==> src/rtl/mul4_seq.sv <==
// Sequential 4x4 shift-and-add multiplier that shares one 4-bit add/sub unit.
// Signed mode subtracts on the final step so that the multiplier MSB weighs -8.

module add_sub_4 (
  input  logic [3:0] a,
  input  logic [3:0] b,
  input  logic       sub_or_add,
  output logic [3:0] result,
  output logic       carry,
  output logic       overflow
);

  logic [3:0] b_eff;
  logic [4:0] c;

  // Ripple-carry adder; subtraction is a + ~b + 1.
  always_comb begin
    b_eff = b ^ {4{sub_or_add}};
    c = '0;
    c[0] = sub_or_add;
    result = '0;
    for (int i = 0; i < 4; i++) begin
      result[i] = a[i] ^ b_eff[i] ^ c[i];
      c[i+1]    = (a[i] & b_eff[i]) | (a[i] & c[i]) | (b_eff[i] & c[i]);
    end
    carry    = c[4];
    overflow = c[4] ^ c[3];
  end

endmodule

module mul4_seq (
  input  logic       clk,
  input  logic       rst,
  input  logic       start,
  input  logic       signed_mode,
  input  logic [3:0] multiplicand,
  input  logic [3:0] multiplier,
  output logic       busy,
  output logic       done,
  output logic [7:0] product,
  output logic       product_zero
);

  typedef enum logic [1:0] {IDLE, RUN, DONE} state_t;

  state_t     state, state_next;
  logic [3:0] acc, q, m;
  logic       sm;
  logic [1:0] cnt;
  logic       accept;
  logic       last_step;

  logic [3:0] add_b;
  logic       add_sub;
  logic [3:0] add_result;
  logic       add_carry;
  logic       add_overflow;
  logic       msb_in;
  logic [7:0] shifted;

  assign last_step = (cnt == 2'd3);
  assign add_b     = q[0] ? m : 4'b0000;
  assign add_sub   = sm & last_step & q[0];

  add_sub_4 u_add_sub (
    .a          (acc),
    .b          (add_b),
    .sub_or_add (add_sub),
    .result     (add_result),
    .carry      (add_carry),
    .overflow   (add_overflow)
  );

  // In signed mode the 5th bit is the true sign of the sum, not the carry.
  assign msb_in  = sm ? (add_result[3] ^ add_overflow) : add_carry;
  assign shifted = {msb_in, add_result, q[3:1]};

  always_ff @(posedge clk) begin
    if (rst) state <= IDLE;
    else     state <= state_next;
  end

  always_comb begin
    state_next = state;
    accept     = 1'b0;
    case (state)
      IDLE: begin
        if (start) begin
          accept     = 1'b1;
          state_next = RUN;
        end
      end
      RUN: begin
        if (last_step) state_next = DONE;
      end
      DONE: begin
        if (start) begin
          accept     = 1'b1;
          state_next = RUN;
        end else begin
          state_next = IDLE;
        end
      end
      default: state_next = IDLE;
    endcase
  end

  always_ff @(posedge clk) begin
    if (rst) begin
      acc     <= '0;
      q       <= '0;
      m       <= '0;
      sm      <= 1'b0;
      cnt     <= '0;
      product <= '0;
    end else if (accept) begin
      acc <= '0;
      q   <= multiplier;
      m   <= multiplicand;
      sm  <= signed_mode;
      cnt <= '0;
    end else if (state == RUN) begin
      {acc, q} <= shifted;
      cnt      <= cnt + 2'd1;
      if (last_step) product <= shifted;
    end
  end

  assign busy         = (state == RUN);
  assign done         = (state == DONE);
  assign product_zero = (product == 8'h00);

endmodule

==> config.mk <==
export PLATFORM = sky130hd
export DESIGN_NAME = mul4_seq
export DESIGN_NICKNAME = d
export VERILOG_FILES = /design/src/rtl/mul4_seq.sv
export SDC_FILE = /design/constraint.sdc
export NUM_CORES = 1
export LEC_CHECK = 0
export BUFFER_PORTS_ARGS = -buffer_cell sky130_fd_sc_hd__buf_2
export CAP_MARGIN = 20
export CORE_UTILIZATION = 48
export DETAILED_ROUTE_END_ITERATION = 10
export PLACE_DENSITY = 0.74
export SYNTH_ARGS = -nofsm -noshare
export SYNTH_HDL_FRONTEND = slang
export SYNTH_SLANG_ARGS = --single-unit
export TNS_END_PERCENT = 10
==> constraint.sdc <==
create_clock -name clk -period 2.4 [get_ports clk]
set_input_delay 0.12 -clock clk [delete_from_list [all_inputs] [get_ports clk]]
set_output_delay 0.12 -clock clk [all_outputs]
set_load 0.03 [all_outputs]
Word level (Yosys, flattened, before mapping) --
Index checks and enable logic that the tools add are counted.
Storage, ports and cells: register bits after elaboration 25, input port bits 12, logic and storage cells 64
Cells by class: add/subtract/negate cells 1, eq/ne operators 5, multiplexer cells 10, bitwise logic cells 34, reduce and logical (&&, ||, !) cells 7
Operators by type and width (number):
- 1-bit bitwise AND | 14
- 4-bit two-way mux | 3
- 1-bit bitwise XOR | 10
- 8-bit logical NOT | 1
- 1-bit bitwise OR | 8
- 2-bit one-hot mux with 3 select lines | 1
- 2-bit equality test, second input constant | 2
- 1-bit two-way mux | 4
- 2-bit two-way mux | 2
- 2-bit OR reduction | 2
- 4-bit bitwise XOR | 1
- 3-bit AND reduction | 1
- 2-bit by 1-bit adder with 2-bit output, second input constant | 1
- 2-bit by 1-bit equality test with 1-bit output, second input constant | 1
- 2-bit logical NOT | 1
- 2-bit by 1-bit != test with 1-bit output, second input constant | 1
- 2-bit != test, second input constant | 1
- 2-bit AND reduction | 1
- 2-bit nonzero test | 1
- 1-bit inverter | 1

Depth between registers and ports, before layout --
depth in word-level cells 19, gate-level depth with buffers 11, mapped depth without buffers 11

Modules after synthesis --
Synthesis repeated with hierarchy kept, for this count alone.
Second synthesis, totals: cell total of the unflattened synthesis 133, area total of the unflattened synthesis 1255.0 um^2
By module, submodules not included:
- mul4_seq | instances 1, cells each 120, area an instance 1124.8 um^2, sequential area each 500.5 um^2
- add_sub_4 | instances 1, cells each 13, area an instance 130.1 um^2, sequential area each 0.0 um^2

Worst setup path before layout --
OpenSTA, ideal clock, no wires.
path kind register -> register, start register cnt[0], end register product[6], library setup time 0.086 ns, arrival 2.426 ns, path slack -0.112 ns, cell stages (with the launch flop) 10, path through dfxtp_1 -> ha_1 -> nand2_1 -> xnor2_1 -> and2_1 -> fa_1 -> fa_1 -> inv_1 -> fa_1 -> a211oi_1
On the way: word-level cells in the longest chain between the ends 14, elaborated cells on any way between the ends 22, those cells by class eq/ne (1); bitwise (20); reduce/logical (1)
RTL lines:
- start: declaration | line 50 | logic [1:0] cnt;
- start signal: assignment | line 125 | cnt <= cnt + 2'd1;
- 2-bit equality test * | line 62 | assign last_step = (cnt == 2'd3);
- 1-bit bitwise AND (2 in series) | line 64 | assign add_sub = sm & last_step & q[0];
- 4-bit bitwise XOR | line 18 | b_eff = b ^ {4{sub_or_add}};
- 1-bit bitwise AND | line 24 | c[i+1] = (a[i] & b_eff[i]) | (a[i] & c[i]) | (b_eff[i] & c[i]);
- 1-bit bitwise OR (2 in series) | line 24
- 1-bit bitwise AND | line 24
- 1-bit bitwise OR (2 in series) | line 24
- 1-bit bitwise AND | line 24
- 1-bit bitwise OR (2 in series) | line 24
- 1-bit bitwise XOR | line 23 | result[i] = a[i] ^ b_eff[i] ^ c[i];
- end signal: assignment | line 126 | if (last_step) product <= shifted;
- end: declaration | line 41 | output logic [7:0] product,
Mark *: on every way between the ends. The rest lies on a longest branch, timed or not. A chain may end at the register's enable or synchronous reset.

Worst setup path in the final report --
start register cnt[1], end register acc[3]
On the way: word-level cells in the longest chain between the ends 19, elaborated cells on any way between the ends 29, those cells by class eq/ne (1); mux (1); bitwise (27)
RTL lines:
- 2-bit equality test * | line 62
- 1-bit bitwise AND * (2 in series) | line 64
- 4-bit bitwise XOR | line 18
- 1-bit bitwise AND | line 24
- 1-bit bitwise OR (2 in series) | line 24
- 1-bit bitwise AND | line 24
- 1-bit bitwise OR (2 in series) | line 24
- 1-bit bitwise AND | line 24
- 1-bit bitwise OR (2 in series) | line 24
- 1-bit bitwise AND | line 24
- 1-bit bitwise OR (2 in series) | line 24
- 1-bit bitwise XOR | line 27 | overflow = c[4] ^ c[3];
- 1-bit bitwise XOR | line 76 | assign msb_in = sm ? (add_result[3] ^ add_overflow) : add_carry;
- 1-bit two-way mux * | line 76
- end signal: assignment | line 124 | {acc, q} <= shifted;
- end: declaration | line 48 | logic [3:0] acc, q, m;
Marks and branches as above.

==> impl_metrics.ini <==
[run_status]
status = finished, violations left
violations = setup timing

[floorplanning]
initial_core_util_pct = 51.5
chipHeight_um = 51.2
core_region_area_mm2 = 0.00225
die_area_mm2 = 0.00262
row_count = 17
die-width_um = 51.2
ios = 23

[yosys]
synth-compound-area-share_pct = 12.8
syn_avg_cell_area_um2 = 8.86
yosysWarnings = 0
synthSimpleGateAreaFrac_pct = 24.6
synthXorXnorAreaFrac_pct = 3.77
synth_top_family_by_area = simple AND/OR/NAND/NOR gates
yosys.cell_types.count = 32
synth_nets = 148
ys_ff_latch = 25
yosysSeqAreaShare_pct = 43.1
synthAdderAreaFrac_pct = 7.97
synth.area.mux_share_pct = 0.862
netlist_area_mm2 = 0.00116
syn_inst = 131

[worst_setup_path]
rrSetupSlack_ns = -0.04
worst-setup-path-type = register to register
cp_top_family = adder cells
worst_path_max_delay_cell = dfxtp_2
worst_setup_path_end_kind = register
path_common_cell = fa_2
path_cells = ha_4 -> nand2_4 -> xnor2_2 -> and2_4 -> fa_2 -> fa_2 -> fa_2 -> mux2i_2 -> nand2_1 -> a21oi_2
path_buf_inv = 0
path_max_fanout = 3
cp_data_arrival_time_ns = 2.71
cp-start-kind = register
cp.required_ns = 2.67
max_stage_delay_ns = 0.39

[drt]
first_iter_violations = 9
top_layer = met4
met1_length_um = 1070
antenna_left = 0
met3_length_um = 80
drc_errors = 0
wl_per_cell_um = 13.0
routed_wirelength_um = 2370
vias = 934
viasPerCell = 5.13
drtPass1Iterations = 4
met2_length_um = 1170

[power]
pwr-share-comb_pct = 12.0
swShare_pct = 27.3
clock_power_share_pct = 26.8
ir_worst_vdd_uv = 405
p_leak_nw = 0.550
p_per_area_mw_per_mm2 = 542
power_frac_seq_pct = 61.1
internal_power_uw = 534
switchingPower_uw = 201
power_uw = 734

[clocking]
path_clk_slew_ns = 0.14
cts_inserted_buffers = 3
hold_buffers = 0
cts_root_buffer = clkbuf_4
cts_tree = built
htree_levels = 1
cts_sinks = 25
clockBufferDepth = 2
clk_latency_ns = 0.33

[timing]
slew_headroom_pct = 65.8
hold_viol_final = 0
skew_ns = 0.00879
min_period_ns = 2.44
whs_ns = 0.00606
fmax_ghz = 0.410
worst_slew_pin_slew_ns = 0.511
slew_violations = 0
setup_ws_ns = -0.0371
setup-violations-final = 2
fin_crit_sh_pct = 102
grt_setup_unrepaired = true

[job]
cap_violations = 0

[placed_design]
dp_hpwl_um = 1760
place_area_mm2 = 0.00128
dp_slack_ns = -0.103
numPortBuffers = 22
gp_congestion = 0.747

[cells_and_area]
final_cell_area_mm2 = 0.00136
nets = 172
antenna_cells = 0
drive_above_1_share_pct = 30.5
nFillCells = 208
area_growth_pct = 16.7

[global_routing]
grt_pass1_vias = 924
grt_max_degree = 21
grt_overflow = 0
antenna_found_initial = 0
grt_pass1_wl_um = 4060
grt_usage_pct = 21.4

[worst_hold_path]
hold_class = input pin to register
## stage by stage
step | util, % | setup TNS (ns) | std cells
floorplan | - | 0 | 131
global placement | 56.9 | 0 | 178
detailed placement | 56.9 | -0.275 | 178
CTS | 59.5 | -0.0394 | 182
global route | 60.1 | -0.390 | 182
finish | 60.1 | -0.0597 | 182
## logic make-up after synthesis
kind of cell             after synthesis
multiplexers                           1
buffers and inverters                 10
flip-flops                            25
XOR/XNOR                               5
AND/OR/NAND/NOR                       60
AO/OA/AOI/OAI                         25
adder cells (fa/ha/maj)                5
## power by group through the flow
stage,registers [mW],clock network [mW],logic (mW)
global route,0.451,0.218,0.0990
floorplan,0.452,0,0.0746
finish,0.449,0.197,0.0884
global placement,0.455,0,0.0834
detailed placement,0.456,0,0.0854
CTS,0.448,0.199,0.0868
## routing by layer
layer | up-vias | track usage (%)
met1 | 417 | 24.6
met4 | 0 | 12.5
met2 | 29 | 37.1
met3 | 5 | 3.57
met5 | - | 0
li1 | 483 | -
## cells in the mapped netlist
master	count	area, µm²
a21oi_1	15	75.1
ha_1	1	12.5
nor2_2	1	6.26
nand2_1	34	128
xor2_1	1	8.76
inv_6	1	8.76
buf_6	2	22.5
buf_12	1	20.0
nor3_1	6	30.0
buf_4	1	7.51
o21ai_0	1	5.00
nor2b_1	1	6.26
mux2i_1	1	10.0
fa_1	4	80.1
and2_1	3	18.8
nor2_1	6	22.5
nand3b_1	1	7.51
and2b_1	1	7.51
o22ai_1	3	18.8
clkbuf_2	1	5.00
buf_2	1	5.00
a211oi_2	1	12.5
buf_1	1	3.75
a211oi_1	4	30.0
nand2b_1	2	12.5
or4_1	2	15.0
nand2b_4	1	13.8
xnor2_1	4	35.0
inv_1	2	7.51
dfxtp_1	25	500
o21a_1	1	7.51
and3b_1	2	17.5
## layout make-up
type / instances / area, µm² / share of cell area [%]
Clock buffer: 3 / 22.5 / 1.66
Multi-Input combinational cell: 96 / 631 / 46.5
Inverter: 3 / 16.3 / 1.20
Timing Repair Buffer: 26 / 140 / 10.3
Tap cell: 28 / 35.0 / 2.59
Clock inverter: 1 / 7.51 / 0.554
Sequential cell: 25 / 503 / 37.1
## sequential cells by signal, indices dropped and copies added, names as in the netlist
name and count:
product 8, acc 4, state 2, sm 1
cnt 2, q 4, m 4
## layout by cell type, fill, tap and decap left out
| master | n |
|---|---|
| and2_1 | 2 |
| and2b_1 | 1 |
| inv_6 | 1 |
| a211oi_2 | 2 |
| inv_2 | 1 |
| nor2_1 | 6 |
| a21oi_2 | 1 |
| o21a_1 | 1 |
| nand2_1 | 33 |
| nor2b_1 | 1 |
| mux2i_2 | 1 |
| nand3b_1 | 1 |
| fa_2 | 3 |
| o22ai_1 | 3 |
| nand2b_1 | 2 |
| inv_1 | 1 |
| xnor2_1 | 3 |
| nor3_1 | 6 |
| or4_1 | 2 |
| o21ai_1 | 1 |
| nand2_4 | 1 |
| and2_4 | 1 |
| a21oi_1 | 14 |
| a211oi_1 | 3 |
| clkbuf_4 | 3 |
| fa_1 | 1 |
| clkinvlp_4 | 1 |
| xnor2_2 | 1 |
| dfxtp_2 | 2 |
| ha_4 | 1 |
| buf_4 | 4 |
| buf_2 | 22 |
| and3b_1 | 2 |
| nand2b_4 | 1 |
| nor2_2 | 1 |
| xor2_1 | 1 |
| dfxtp_1 | 23 |
## worst register-to-register path: cells and delay by family (launching register included)
family	cells	cell delay, ns
AOI/OAI and AO/OA	1	0.14
xor gates and xnor gates	1	0.13
adders and majority gates	4	1.23
DFF	1	0.39
muxes	1	0.19
and+or+nand+nor	3	0.31
## path summary, 6_finish.rpt
| path | cells past startpoint | end | start |
|---|---|---|---|
| worst max register to register | 10 | acc[3] | cnt[1] |
| worst min-delay path | 3 | m[1] | multiplicand[1] |
| worst max-delay path | 10 | acc[3] | cnt[1] |
| worst min register to register | 2 | product[4] | product[4] |
## what timing repair did
item / 4_1_cts / 5_1_grt
setup endpoints to repair: 4 / 4
setup buffers: 0 / 0
gates resized for setup: 7 / 4
pin swaps: 5 / 0
Power figures use the tool's default switching activity.
